==> src/rtl/tick_gen_pkg.sv <==
// Shared constants and helpers for the multi-channel timebase generator.
package tick_gen_pkg;

  localparam int CH_IDX_W = 3;
  localparam int MAX_CH   = 8;

  // Divisor giving one tick every clk_hz/tick_hz cycles.
  function automatic longint unsigned div_for(input longint unsigned clk_hz,
                                              input longint unsigned tick_hz);
    return clk_hz / tick_hz - 1;
  endfunction

endpackage

==> src/rtl/tick_channel.sv <==
// One timebase channel: wrap counter, active/shadow divisor, tick strobe and square wave.
module tick_channel
  import tick_gen_pkg::*;
#(
  parameter int                CNT_W   = 32,
  parameter logic [CNT_W-1:0]  DIV_RST = '0
) (
  input  logic             clk,
  input  logic             rst,
  input  logic             en,
  input  logic             pause,
  input  logic             restart,
  input  logic             we,
  input  logic             now,
  input  logic [CNT_W-1:0] div_in,
  output logic             tick,
  output logic             sq,
  output logic             pending
);

  logic [CNT_W-1:0] cnt_reg;
  logic [CNT_W-1:0] div_act_reg;
  logic [CNT_W-1:0] div_shd_reg;
  logic             tick_reg;
  logic             sq_reg;
  logic [CNT_W-1:0] shd_next;

  // A write landing on a load cycle must be what gets loaded.
  assign shd_next = we ? div_in : div_shd_reg;

  always_ff @(posedge clk or posedge rst) begin
    if (rst) begin
      cnt_reg     <= '0;
      div_act_reg <= DIV_RST;
      div_shd_reg <= DIV_RST;
      tick_reg    <= 1'b0;
      sq_reg      <= 1'b0;
    end else begin
      div_shd_reg <= shd_next;
      tick_reg    <= 1'b0;
      if (!en) begin
        cnt_reg     <= '0;
        sq_reg      <= 1'b0;
        div_act_reg <= shd_next;
      end else if (restart) begin
        cnt_reg     <= '0;
        sq_reg      <= 1'b0;
        div_act_reg <= shd_next;
      end else if (pause) begin
        cnt_reg     <= cnt_reg;
      end else if (we && now) begin
        cnt_reg     <= '0;
        div_act_reg <= div_in;
      end else if (cnt_reg == div_act_reg) begin
        cnt_reg     <= '0;
        tick_reg    <= 1'b1;
        sq_reg      <= ~sq_reg;
        div_act_reg <= shd_next;
      end else begin
        cnt_reg     <= cnt_reg + CNT_W'(1);
      end
    end
  end

  assign tick    = tick_reg;
  assign sq      = sq_reg;
  assign pending = (div_shd_reg != div_act_reg);

endmodule

==> src/rtl/multi_tick_gen.sv <==
// N-channel programmable timebase; decodes the shared config port into per-channel writes.
module multi_tick_gen
  import tick_gen_pkg::*;
#(
  parameter int                       N_CH     = 2,
  parameter int                       CNT_W    = 32,
  parameter logic [N_CH*CNT_W-1:0]    DIV_INIT = {32'd18562499, 32'd371249}
) (
  input  logic                clk,
  input  logic                rst,
  input  logic [N_CH-1:0]     en,
  input  logic                pause,
  input  logic [N_CH-1:0]     restart,
  input  logic                cfg_we,
  input  logic [CH_IDX_W-1:0] cfg_ch,
  input  logic [CNT_W-1:0]    cfg_div,
  input  logic                cfg_now,
  output logic [N_CH-1:0]     tick,
  output logic [N_CH-1:0]     sq,
  output logic [N_CH-1:0]     cfg_pending
);

  logic [N_CH-1:0] we_ch;

  genvar gi;
  generate
    for (gi = 0; gi < N_CH; gi++) begin : g_ch
      // Out-of-range channel numbers match no slot and are dropped.
      assign we_ch[gi] = cfg_we && (cfg_ch == CH_IDX_W'(gi));

      tick_channel #(
        .CNT_W   (CNT_W),
        .DIV_RST (DIV_INIT[gi*CNT_W +: CNT_W])
      ) u_ch (
        .clk     (clk),
        .rst     (rst),
        .en      (en[gi]),
        .pause   (pause),
        .restart (restart[gi]),
        .we      (we_ch[gi]),
        .now     (cfg_now),
        .div_in  (cfg_div),
        .tick    (tick[gi]),
        .sq      (sq[gi]),
        .pending (cfg_pending[gi])
      );
    end
  endgenerate

endmodule

==> config.mk <==
export PLATFORM = sky130hd
export DESIGN_NAME = multi_tick_gen
export DESIGN_NICKNAME = d
export VERILOG_FILES = /design/src/rtl/tick_gen_pkg.sv /design/src/rtl/tick_channel.sv /design/src/rtl/multi_tick_gen.sv
export SDC_FILE = /design/constraint.sdc
export NUM_CORES = 1
export LEC_CHECK = 0
export CORE_ASPECT_RATIO = 0.9
export CORE_MARGIN = 8
export CORE_UTILIZATION = 25
export CTS_CLUSTER_SIZE = 40
export DETAILED_ROUTE_END_ITERATION = 6
export DONT_BUFFER_PORTS = 1
export PLACE_DENSITY = 0.48
export SYNTH_ARGS = -nofsm -noshare
export SYNTH_HDL_FRONTEND = slang
export SYNTH_SLANG_ARGS = --single-unit
==> constraint.sdc <==
create_clock -name clk -period 6.55 [get_ports clk]
set_input_delay 0.3275 -clock clk [delete_from_list [all_inputs] [get_ports clk]]
set_output_delay 0.3275 -clock clk [all_outputs]
set_load 0.02 [all_outputs]
==> metrics.md, run 1 <==
| Metric | Value |
|---|---|
| Tcrit/Tclk final | `43.71%` |
| Post-DP HPWL | `18,630 µm` |
| Final setup vio count | `0` |
| Reg2Reg Launch Point | `g_ch[1].u_ch.cnt_reg[23]` |
| Flops & latches, synth | `196` |
| 1st-iter DRT viols | `476` |
| Crit-path max cell delay | `0.50 ns` |
| Max-cap violations | `0` |
| Layout cells sized above 1 | `27.46%` |
| Top_reg_cell synth | `dfrtp_1` |
| Violated checks | `hold timing` |
| H-Tree Depth | `4` |
| Buffer and inverter count on the worst path | `2` |
| Non-filler instance count after layout | `1,361` |
| Clock tree from TritonCTS | `yes` |
| Post-Syn Area | `9754 µm²` |
| Stages on the worst setup path | `8` |
| Routed wire length | `25,480 µm` |
| Yosys warnings | `0` |
| Clock root cell | `clkbuf_16` |
| Final ANT Viol Nets | `0` |
| Ranking of synthesized cells by area | `dfrtp_1, mux2_2, xnor2_1` |
| Final worst path period need | `2.863 ns` |
| Maximum clock insertion buffer count | `2` |
| Syn Nets | `882` |
| Vias in the first global route | `6,261` |
| RR Endpoint | `g_ch[1].u_ch.div_act_reg[18]` |
| Post-CTS Resized | `0` |
| Hold_ws | `-0.02595 ns` |
| Via density per instance | `4.448` |
| Hold Vio Cnt, Final | `35` |
| Post-synth top area cell | `dfrtp_1` |
| R2r setup slk | `3.69 ns` |
| Post-synth top area share | `38.48%` |
| Clock-pin slew on the worst setup and hold paths | `0.08 ns` |
| Gr ovfl total | `0` |
| Pwr Density | `306.1 nW/µm²` |
| Slew Limit Fails | `0` |
| Critical Path Most Common Cell | `buf_4` |
| I/O Pins | `50` |
| Sequential area share after synthesis | `50.87%` |
| CP Class | `register to register` |
| Max VDD drop | `0.0002135 V` |
| GRT Util Overall | `11.51%` |
| Most common cell after layout, fill and taps aside | `dfrtp_1` |
| Nets@finish | `867` |
| Static leakage | `4.013 nW` |
| Routability cong. | `0.7997` |
| Placed Cells | `1,326` |
| Worst-case reg-to-reg path depth | `8` |
| Routed wire per std cell | `18.72 µm` |
| CP cell instances | `xnor2_1, nand4_1, nor4_1, a21oi_2, buf_4, nor2_4, buf_4, mux2_2` |
| Relative slew slack | `35.02%` |
| Core region area | `38,460 µm²` |
| CP Max Fanout | `42` |
| Core Rows | `68` |
| Most frequent cells in the layout | `dfrtp_1, xnor2_1, mux2_2` |
| Hold crit path type | `input pin to asynchronous set/reset pin` |
| Initial antenna violation count | `6` |
| CP Launch Type | `register` |
| Worst Path Arrival | `3.18 ns` |
| Setup crit end | `g_ch[1].u_ch.div_act_reg[18]` |
| Synth-to-Final Area Change | `11.33%` |
| Fin area | `10,860 µm²` |
| Req. time, crit path | `6.87 ns` |
| Skew-Pair Late Insertion Delay | `0.44 ns` |
| I/O Buffers | `0` |
| Total CTS buffers | `17` |
| Post-Syn Area per Cell | `11.67 µm²` |
| First-pass GRT wire length | `39,780 µm` |
| CP startpoint | `g_ch[1].u_ch.cnt_reg[23]` |
| Worst-Margin Slew | `0.9747 ns` |
| Die width | `224.2 µm` |
| Die height | `203.4 µm` |
| EDFF count, synth | `0` |
| Synth Instances | `836` |
| CP max-delay cell | `buf_4` |
| Netlist cell types | `57` |
| Status | `complete, but fails checks` |
| Initial Util | `25.36%` |
| Setup TNS | `0 ns` |
| Worst Skew | `0.01543 ns` |
| Post-Place Cell Area | `10,300 µm²` |
| Largest net degree at the start of global routing | `140` |
| Vias after detailed routing | `6,054` |
| DIE AREA | `45,600 µm²` |
| Fmax achieved | `349.2 MHz` |
| RSZ-0062 raised after global routing | `no` |
| Async S/R FF share, synth | `100.0%` |
| Drc violations | `0` |
| Critical path's top delay family | `buffers and inverters` |
| Worst Setup End Kind | `register` |
| Postcts setup bufs | `0` |
| Pre-antenna DRT Iters | `4` |
| Util after Layout | `28.24%` |
| Clock sinks | `196` |
| Hold Buf Count CTS | `1` |
metal layers:
metal	GRT usage, %	part of all wire (%)	vias to the layer above
li1	-	-	2912
met1	15.92	48	3020
met2	17.02	43	86
met3	3.748	7.1	26
met4	3.175	1.1	10
met5	0	0.28	-
logic make-up after synthesis:
kind of cell	after synthesis	synth area share, %
buffers and inverters	54	2.706
DFF	196	50.87
adders and majority gates	2	0.2565
AOI/OAI and AO/OA	39	2.706
xor gates and xnor gates	166	14.91
muxes	128	14.78
and+or+nand+nor	251	13.78
cell usage after synthesis, types with 2 or more instances:
library cell  count
buf_6             2
clkbuf_1         24
and3_1           14
or4_1             3
ha_1              2
o211ai_1          2
buf_2             5
inv_1            12
o22ai_1           5
and3_2            2
a21o_1            2
nand3b_1          3
and4_1            4
xnor2_1         141
o31ai_1           4
a31oi_1           2
nand2_1          42
buf_1             3
a21oi_1           9
mux2_2          128
xor2_1           25
o311ai_0          4
nor3_1           13
dfrtp_1         150
nand4_1          44
nand3_1          41
nor2_1           51
o21ai_0           5
dfstp_2          46
nor4_1           12
nand2b_1          2
buf_4             6
and2_1            2
a221o_1           3
area by class of cell:
class | count | area [µm²]
clock inverters | 14 | 118.9
inverters | 12 | 52.55
clock buffers | 18 | 429.2
repair buffers | 8 | 62.56
multi-input cells | 586 | 4572
flip-flops and latches | 196 | 4962
well taps | 525 | 656.9
fillers | 4067 | 27600
diodes | 2 | 5.005
worst min path at each step:
stage                startpoint                            to  slack [ns]  cells after the start
floorplan           cfg_div[31]  g_ch[0].u_ch.div_shd_reg[31]        0.49                      1
global placement          pause       g_ch[0].u_ch.cnt_reg[0]        0.43                      1
detailed placement        pause       g_ch[0].u_ch.cnt_reg[0]        0.43                      1
global route         cfg_div[9]   g_ch[0].u_ch.div_shd_reg[9]        0.03                      1
CTS                         rst      g_ch[0].u_ch.cnt_reg[31]       0.008                      1
finish                      rst      g_ch[0].u_ch.cnt_reg[31]       -0.03                      1
where the power goes:
| group | internal (W) | total (W) | switching (W) |
|---|---|---|---|
| sequential | 0.00146 | 0.00167 | 0.000208 |
| clock | 0.000499 | 0.000999 | 0.000500 |
| combinational | 0.000370 | 0.000656 | 0.000285 |
| total | 0.00233 | 0.00332 | 0.000993 |
worst register-to-register path, delay by kind of cell (launching register included):
kind | cells | cell delay, ns
AO/OA/AOI/OAI | 1 | 0.10
AND/OR/NAND/NOR | 3 | 0.70
multiplexers | 1 | 0.44
buffers and inverters | 2 | 0.76
flip-flops | 1 | 0.45
XOR/XNOR | 1 | 0.29
per-stage QoR:
stage | worst slack [ns] | power (W)
final | 3.687 | 0.003324
after CTS | 3.701 | 0.003368
after detailed placement | 3.624 | 0.002352
after global placement | 3.660 | 0.002343
after global routing | 3.476 | 0.003502
after floorplan | 0.9580 | 0.002151
Note: power is estimated with default switching activity, not from simulation.
==> run 2, diff against run 1 <==
--- a/config.mk
+++ b/config.mk
@@ -5,6 +5,7 @@
 export SDC_FILE = /design/constraint.sdc
 export NUM_CORES = 1
 export LEC_CHECK = 0
+export ABC_AREA = 1
 export CORE_ASPECT_RATIO = 0.9
 export CORE_MARGIN = 8
 export CORE_UTILIZATION = 25
==> constraint.sdc (replaced) <==
create_clock -name clk -period 2.71 [get_ports clk]
set_input_delay 0.1355 -clock clk [delete_from_list [all_inputs] [get_ports clk]]
set_output_delay 0.1355 -clock clk [all_outputs]
set_load 0.02 [all_outputs]
==> metrics.md, run 2 <==
| Metric | Value |
|---|---|
| Sequential area share after synthesis | `46.04% (-4.8 points)` |
| Routed wire per std cell | `14.84 µm (-21%)` |
| Post-Syn Area | `10,780 µm² (+10%)` |
| Final worst path period need | `2.296 ns` |
| Clock-pin slew on the worst setup and hold paths | `0.07 ns (about the same)` |
| Relative slew slack | `30.19% (-4.8 points)` |
| Core region area | `42,790 µm² (+11%)` |
| Area fraction in and, or, nand and nor cells after synthesis | `29.86% (+16 points)` |
| Max VDD drop | `0.0004334 V (+100%)` |
| Post-synth top area share | `34.83% (-3.7 points)` |
| Adder-cell area share of the yosys netlist | `0.2322% (-0.024 points)` |
| Layout cells sized above 1 | `9.419% (-18 points)` |
| Post-Syn Area per Cell | `7.771 µm² (-33%)` |
| Worst Skew | `0.01345 ns (-0.001979 ns)` |
| 1st-iter DRT viols | `555 (+17%)` |
| CP Launch Type | `register` |
| Slew Limit Fails | `0 (unchanged)` |
| Fin area | `12,190 µm² (+12%)` |
| I/O Buffers | `0 (unchanged)` |
| CP Max Fanout | `4 (-90%)` |
| Netlist cell types | `34 (-40%)` |
| Most frequent cell after synthesis | `nand2_1` |
| Nets@finish | `1,445 (+67%)` |
| Final setup vio count | `0 (unchanged)` |
| Compound-gate portion of the synthesized area | `5.329% (+2.6 points)` |
| I/O Pins | `50 (unchanged)` |
| Most frequent cells in the layout | `nand2_1, dfrtp_1, inv_1` |
| Yosys warnings | `0 (unchanged)` |
| Mux cell area share after synthesis | `0% (-15 points)` |
| First-pass GRT wire length | `47,690 µm (+20%)` |
| Pwr Density | `638.6 nW/µm² (+110%)` |
| Req. time, crit path | `2.57 ns (-4.30 ns)` |
| XOR/XNOR Fraction of Synth Area | `10.73% (-4.2 points)` |
| Static leakage | `5.340 nW (+33%)` |
| Largest net degree at the start of global routing | `171 (+22%)` |
| Vias in the first global route | `8,504 (+36%)` |
| RSZ-0062 raised after global routing | `no` |
| Syn Nets | `1,433 (+62%)` |
| Post-synth top area cell | `dfrtp_1` |
| Die height | `213.0 µm (+4.7%)` |
| GRT Util Overall | `11.84% (+0.33 points)` |
| Clock sinks | `196 (unchanged)` |
| Status | `completed` |
| Hold Vio Cnt, Final | `0 (-100%)` |
| Pre-antenna DRT Iters | `5 (+1)` |
| Vias after detailed routing | `8,618 (+42%)` |
| Synth Instances | `1,387 (+66%)` |
| Routed wire length | `29,190 µm (+15%)` |
| Ranking of synthesized cells by area | `dfrtp_1, nand2_1, dfstp_2` |
| PnR worst setup slack | `0.4142 ns (-3.273 ns)` |
| Final ANT Viol Nets | `0 (unchanged)` |
| Total CTS buffers | `17 (unchanged)` |
| Gr ovfl total | `0 (unchanged)` |
| Routability cong. | `0.8168 (+2.1%)` |
| Synth cell count leaders | `nand2_1, dfrtp_1, inv_1` |
| Async S/R FF share, synth | `100.0% (unchanged)` |
| Core Rows | `72 (+5.9%)` |
| CP Class | `register to primary output` |
| Footprint of the multi-input gates | `4986 µm² (+9.1%)` |
| Worst Setup End Kind | `primary output` |
| Synth-to-Final Area Change | `13.07%` |
| Worst-Margin Slew | `1.047 ns (+0.07244 ns)` |
| H-Tree Depth | `4 (unchanged)` |
| Flops & latches, synth | `196 (unchanged)` |
| Fmax achieved | `435.6 MHz` |
| Most common cell after layout, fill and taps aside | `nand2_1` |
| Register area | `4962 µm² (unchanged)` |
| Worst Path Arrival | `2.16 ns (-1.02 ns)` |
| Drc violations | `0 (unchanged)` |
| Top_reg_cell synth | `dfrtp_1` |
| Post-CTS Resized | `0 (unchanged)` |
| EDFF count, synth | `0 (unchanged)` |
| Post-DP HPWL | `20,870 µm (+12%)` |
| Post-Place Cell Area | `11,280 µm² (+9.6%)` |
| Die width | `234.9 µm (+4.7%)` |
| Via density per instance | `4.381 (-1.5%)` |
| # fillers | `4,582 (+13%)` |
| Clock root cell | `clkbuf_16` |
| Tcrit/Tclk final | `84.72%` |
| Max-cap violations | `0 (unchanged)` |
| Main combinational cell family by area after synthesis | `simple AND/OR/NAND/NOR gates` |
| Skew-Pair Late Insertion Delay | `0.44 ns (about the same)` |
| Initial Util | `25.19% (-0.18 points)` |
| Postcts setup bufs | `0 (unchanged)` |
| Setup TNS | `0 ns (unchanged)` |
| Hold crit path type | `input pin to register` |
| Initial antenna violation count | `0 (-6)` |
| DIE AREA | `50,020 µm² (+9.7%)` |
| Clock tree from TritonCTS | `yes` |
| Post-place setup slack | `0.5592 ns (-3.065 ns)` |
| Maximum clock insertion buffer count | `2 (unchanged)` |
| N_diodes | `0 (-2)` |
run 2: cell types whose count changed after synthesis, moves of 17 or more:
| cell | before | now |
|---|---|---|
| nand2_1 | 42 | 440 |
| inv_1 | 12 | 140 |
| mux2_2 | 128 | 0 |
| o21ai_0 | 5 | 74 |
| nand3_1 | 41 | 107 |
| nor2_1 | 51 | 105 |
| xnor2_1 | 141 | 98 |
| a21oi_1 | 9 | 28 |
| nor2_2 | 0 | 17 |
run 2: per-layer routing:
| layer | track usage [%] | wire length, µm | part of all wire, % |
|---|---|---|---|
| met1 | 15.50 | 13930 | 48 |
| met2 | 20.48 | 14290 | 49 |
| met3 | 1.961 | 710 | 2.4 |
| met4 | 2.501 | 260 | 0.89 |
| met5 | 0 | 0 | 0 |
run 2: final timing paths:
kind,startpoint,end,slack (ns),cells after the start
worst max-delay path,g_ch[1].u_ch.div_act_reg[13],cfg_pending[1],0.41,4
worst min-delay path,cfg_div[16],g_ch[0].u_ch.div_shd_reg[16],0.01,2
worst max register to register,g_ch[0].u_ch.cnt_reg[19],g_ch[0].u_ch.div_act_reg[30],0.55,10
worst min register to register,g_ch[1].u_ch.div_act_reg[24],g_ch[1].u_ch.div_act_reg[24],0.47,2
max in group asynchronous,rst,g_ch[1].u_ch.div_shd_reg[5],1.46,3
min in group asynchronous,rst,g_ch[0].u_ch.cnt_reg[2],0.06,2
run 2: logic make-up after synthesis:
kind of cell / Yosys count
adder cells (fa/ha/maj): 2
buffers and inverters: 192
flip-flops: 196
AND/OR/NAND/NOR: 753
AO/OA/AOI/OAI: 112
XOR/XNOR: 132
run 2: timing repair:
item                                    4_1_cts  5_1_grt
hold buffers                                 31        0
endpoints found under the setup margin        0        0
endpoints found under the hold margin       159        0
run 2: cell type report:
cell class	count	share of cell area (%)
Multi-Input combinational cell	999	40.91
Clock buffer	21	3.860
Inverter	143	4.476
Timing Repair Buffer	42	3.326
Clock inverter	11	1.006
Tap cell	555	5.698
Sequential cell	196	40.72
run 2: stage by stage:
| stage | power, W | utilization [%] | cells | hold WS [ns] |
|---|---|---|---|---|
| 2_1_floorplan | 0.004861 | - | 1387 | 0.2081 |
| 3_3_place_gp | 0.005203 | 26.37 | 1904 | -0.09776 |
| 3_5_place_dp | 0.005226 | 26.37 | 1904 | -0.09642 |
| 4_1_cts | 0.007891 | 28.48 | 1967 | 0.007849 |
| 5_1_grt | 0.008245 | 28.48 | 1967 | 0.02122 |
| 6_report | 0.007782 | 28.48 | 1967 | 0.01297 |
run 2: worst max-delay path, cell delays in order, from the launching register on:
cell and delay (ns):
dfstp_2 0.57, xnor2_1 0.12, nand2_1 0.07, nor4_1 0.55, nand4_1 0.41
run 2: power breakdown:
| group | total, W | internal (W) | switching (W) |
|---|---|---|---|
| Clock | 0.00260 | 0.00144 | 0.00117 |
| Sequential | 0.00377 | 0.00340 | 0.000365 |
| Combinational | 0.00141 | 0.000636 | 0.000774 |
==> run 3, diff against run 2 <==
--- a/config.mk
+++ b/config.mk
@@ -5,14 +5,14 @@
 export SDC_FILE = /design/constraint.sdc
 export NUM_CORES = 1
 export LEC_CHECK = 0
-export ABC_AREA = 1
+export ABC_AREA = 0
 export CORE_ASPECT_RATIO = 0.9
 export CORE_MARGIN = 8
 export CORE_UTILIZATION = 25
 export CTS_CLUSTER_SIZE = 40
 export DETAILED_ROUTE_END_ITERATION = 6
 export DONT_BUFFER_PORTS = 1
-export PLACE_DENSITY = 0.48
+export PLACE_DENSITY = 0.5
 export SYNTH_ARGS = -nofsm -noshare
 export SYNTH_HDL_FRONTEND = slang
 export SYNTH_SLANG_ARGS = --single-unit
==> constraint.sdc (replaced) <==
create_clock -name clk -period 1.9 [get_ports clk]
set_input_delay 0.095 -clock clk [delete_from_list [all_inputs] [get_ports clk]]
set_output_delay 0.095 -clock clk [all_outputs]
set_load 0.02 [all_outputs]
==> metrics.md, run 3 (synthesized netlist as in run 1, its figures left out) <==
| Metric | Value |
|---|---|
| Status | `complete, but fails checks` |
| Violated checks | `setup timing` |
| Most frequent cells in the layout | `buf_4, dfrtp_1, xnor2_1` |
| CP cell instances | `nand3_2, or2_0, or4_4, or4_4, or4b_1, nand3_1` |
| Drc violations | `0 (unchanged)` |
| CP Max Fanout | `2 (-2)` |
| Maximum clock insertion buffer count | `2 (unchanged)` |
| CP max-delay cell | `or4_4` |
| GRT Util Overall | `12.89% (+1.1 points)` |
| Worst-Margin Slew | `0.6391 ns (-0.4081 ns)` |
| Worst-case reg-to-reg path depth | `6 (-4)` |
| Die height | `203.4 µm (-4.5%)` |
| Final ANT Viol Nets | `0 (unchanged)` |
| Hold Vio Cnt, Final | `0 (unchanged)` |
| Static leakage | `5.850 nW (+9.5%)` |
| Initial Util | `25.36% (+0.18 points)` |
| DIE AREA | `45,600 µm² (-8.8%)` |
| Die width | `224.2 µm (-4.5%)` |
| Worst Skew | `0.01606 ns (+0.002616 ns)` |
| Routed wire per std cell | `18.19 µm (+23%)` |
| Hold_ws | `0.01475 ns (+0.001776 ns)` |
| Largest net degree at the start of global routing | `52 (-70%)` |
| RR Endpoint | `g_ch[1].u_ch.cnt_reg[31]` |
| Vias in the first global route | `7,397 (-13%)` |
| First-pass GRT wire length | `45,000 µm (-5.6%)` |
| Post-DP HPWL | `20,830 µm (-0.22%)` |
| Layout cells sized above 1 | `50.65% (+41 points)` |
| Hold endpoint | `g_ch[1].u_ch.cnt_reg[27]` |
| Clock sinks | `196 (unchanged)` |
| Max-cap violations | `0 (unchanged)` |
| Pwr Density | `939.3 nW/µm² (+47%)` |
| Relative slew slack | `57.25% (+27 points)` |
| Most common cell after layout, fill and taps aside | `buf_4` |
| R2r setup slk | `-0.41 ns (-0.96 ns)` |
| Slew Limit Fails | `0 (unchanged)` |
| Routability cong. | `0.8125 (-0.53%)` |
| Nets@finish | `1,103 (-24%)` |
| Critical path's top delay family | `simple AND/OR/NAND/NOR gates` |
| Hold depth | `3 (+1)` |
| Vias after detailed routing | `7,137 (-17%)` |
| Core Rows | `68 (-5.6%)` |
| Final worst path period need | `2.311 ns` |
| Req. time, crit path | `2.28 ns (-0.29 ns)` |
| Worst Setup End Kind | `register` |
| Fmax achieved | `432.7 MHz` |
| Via density per instance | `4.469 (+2.0%)` |
| Gr ovfl total | `0 (unchanged)` |
| RSZ-0062 raised after global routing | `yes` |
| Final setup vio count | `128 (+128)` |
| Core region area | `38,460 µm² (-10%)` |
| Worst Path Arrival | `2.69 ns (+0.53 ns)` |
| Total CTS buffers | `17 (unchanged)` |
| Placed Cells | `1,494 (-22%)` |
| Max VDD drop | `0.0005891 V (+36%)` |
| Routed wire length | `29,060 µm (-0.45%)` |
| CP Launch Type | `register` |
| Hold crit path type | `input pin to register` |
| Non-filler instance count after layout | `1,597 (-19%)` |
| I/O Pins | `50 (unchanged)` |
| Pre-antenna DRT Iters | `4 (-1)` |
| PnR worst setup slack | `-0.4110 ns (-0.8252 ns)` |
| Hold Crit Start | `pause` |
| Tcrit/Tclk final | `121.6%` |
| I/O Buffers | `0 (unchanged)` |
| Initial antenna violation count | `5 (+5)` |
| Clock root cell | `clkbuf_16` |
| Crit-path max cell delay | `0.56 ns (about the same)` |
| Clock-pin slew on the worst setup and hold paths | `0.07 ns (about the same)` |
| CP Class | `register to register` |
| 1st-iter DRT viols | `417 (-25%)` |
| Critical Path Most Common Cell | `or4_4` |
| Skew-Pair Late Insertion Delay | `0.45 ns (about the same)` |
| CP startpoint | `g_ch[1].u_ch.cnt_reg[8]` |
| Post-place setup slack | `-0.4698 ns (-1.029 ns)` |
| Clock tree from TritonCTS | `yes` |
| Buffer and inverter count on the worst path | `0 (unchanged)` |
| Synth-to-Final Area Change | `45.11%` |
| H-Tree Depth | `4 (unchanged)` |
| Reg2Reg Launch Point | `g_ch[1].u_ch.cnt_reg[8]` |
-- run 3: cell count changes in the layout (fill, tap and decap cells not counted), sizes merged, moves of 66 or more --
cell / before / now
nor2: 123 / 51
inv: 143 / 15
nand2: 447 / 42
buf: 11 / 206
o21ai: 75 / 5
nand3: 107 / 41
mux2: 0 / 128
-- run 3: power by group --
part | switching [W] | leakage [nW] | internal, W
clock network | 0.00173 | 0.268 | 0.00187
logic | 0.00159 | 3.17 | 0.00243
registers | 0.000635 | 2.41 | 0.00504
total | 0.00396 | 5.85 | 0.00934
-- run 3: final cells by class --
type | instances | area, µm²
flip-flops and latches | 196 | 4965
clock buffers | 20 | 446.7
fillers | 3755 | 24300
well taps | 525 | 656.9
multi-input cells | 586 | 5545
inverters | 12 | 48.80
clock inverters | 12 | 122.6
repair buffers | 244 | 2365
diodes | 2 | 5.005
-- run 3: worst max path at each step --
stage,end,slack [ns],cells after the start
3_3_place_gp,g_ch[1].u_ch.cnt_reg[31],-0.45,6
2_1_floorplan,g_ch[0].u_ch.cnt_reg[0],-0.69,1
6_report,g_ch[1].u_ch.cnt_reg[31],-0.41,6
3_5_place_dp,g_ch[1].u_ch.cnt_reg[31],-0.47,6
4_1_cts,g_ch[1].u_ch.cnt_reg[31],-0.38,6
5_1_grt,g_ch[0].u_ch.div_act_reg[10],-0.49,8
-- run 3: worst min-delay path: stages --
cell and delay (ns):
nand2_1 0.11, nand3_1 0.12, nand3_2 0.09
-- run 3: timing repair --
item,4_1_cts,5_1_grt
resized for setup,120,85
hold buffers,37,0
gates cloned,9,1
setup buffers,25,9
setup endpoints to repair,128,134
pin swaps,38,26
endpoints found under the hold margin,286,0
-- run 3: metal layers --
metal / track usage, % / wire, µm
met5: 0 / 25
met1: 19.30 / 14700
met3: 2.341 / 1389
met4: 3.315 / 349
met2: 18.80 / 12590
-- run 3: metrics by stage --
stage / power (W) / instance area [µm²] / TNS (ns) / util [%]
3_5_place_dp: 0.009100 / 11970 / -34.16 / 31.14
3_3_place_gp: 0.009075 / 11970 / -33.38 / 31.14
5_1_grt: 0.01394 / 14150 / -48.19 / 36.80
6_report: 0.01330 / 14150 / -32.77 / 36.81
2_1_floorplan: 0.007727 / 10210 / -118.59 / -
4_1_cts: 0.01335 / 13930 / -27.84 / 36.22
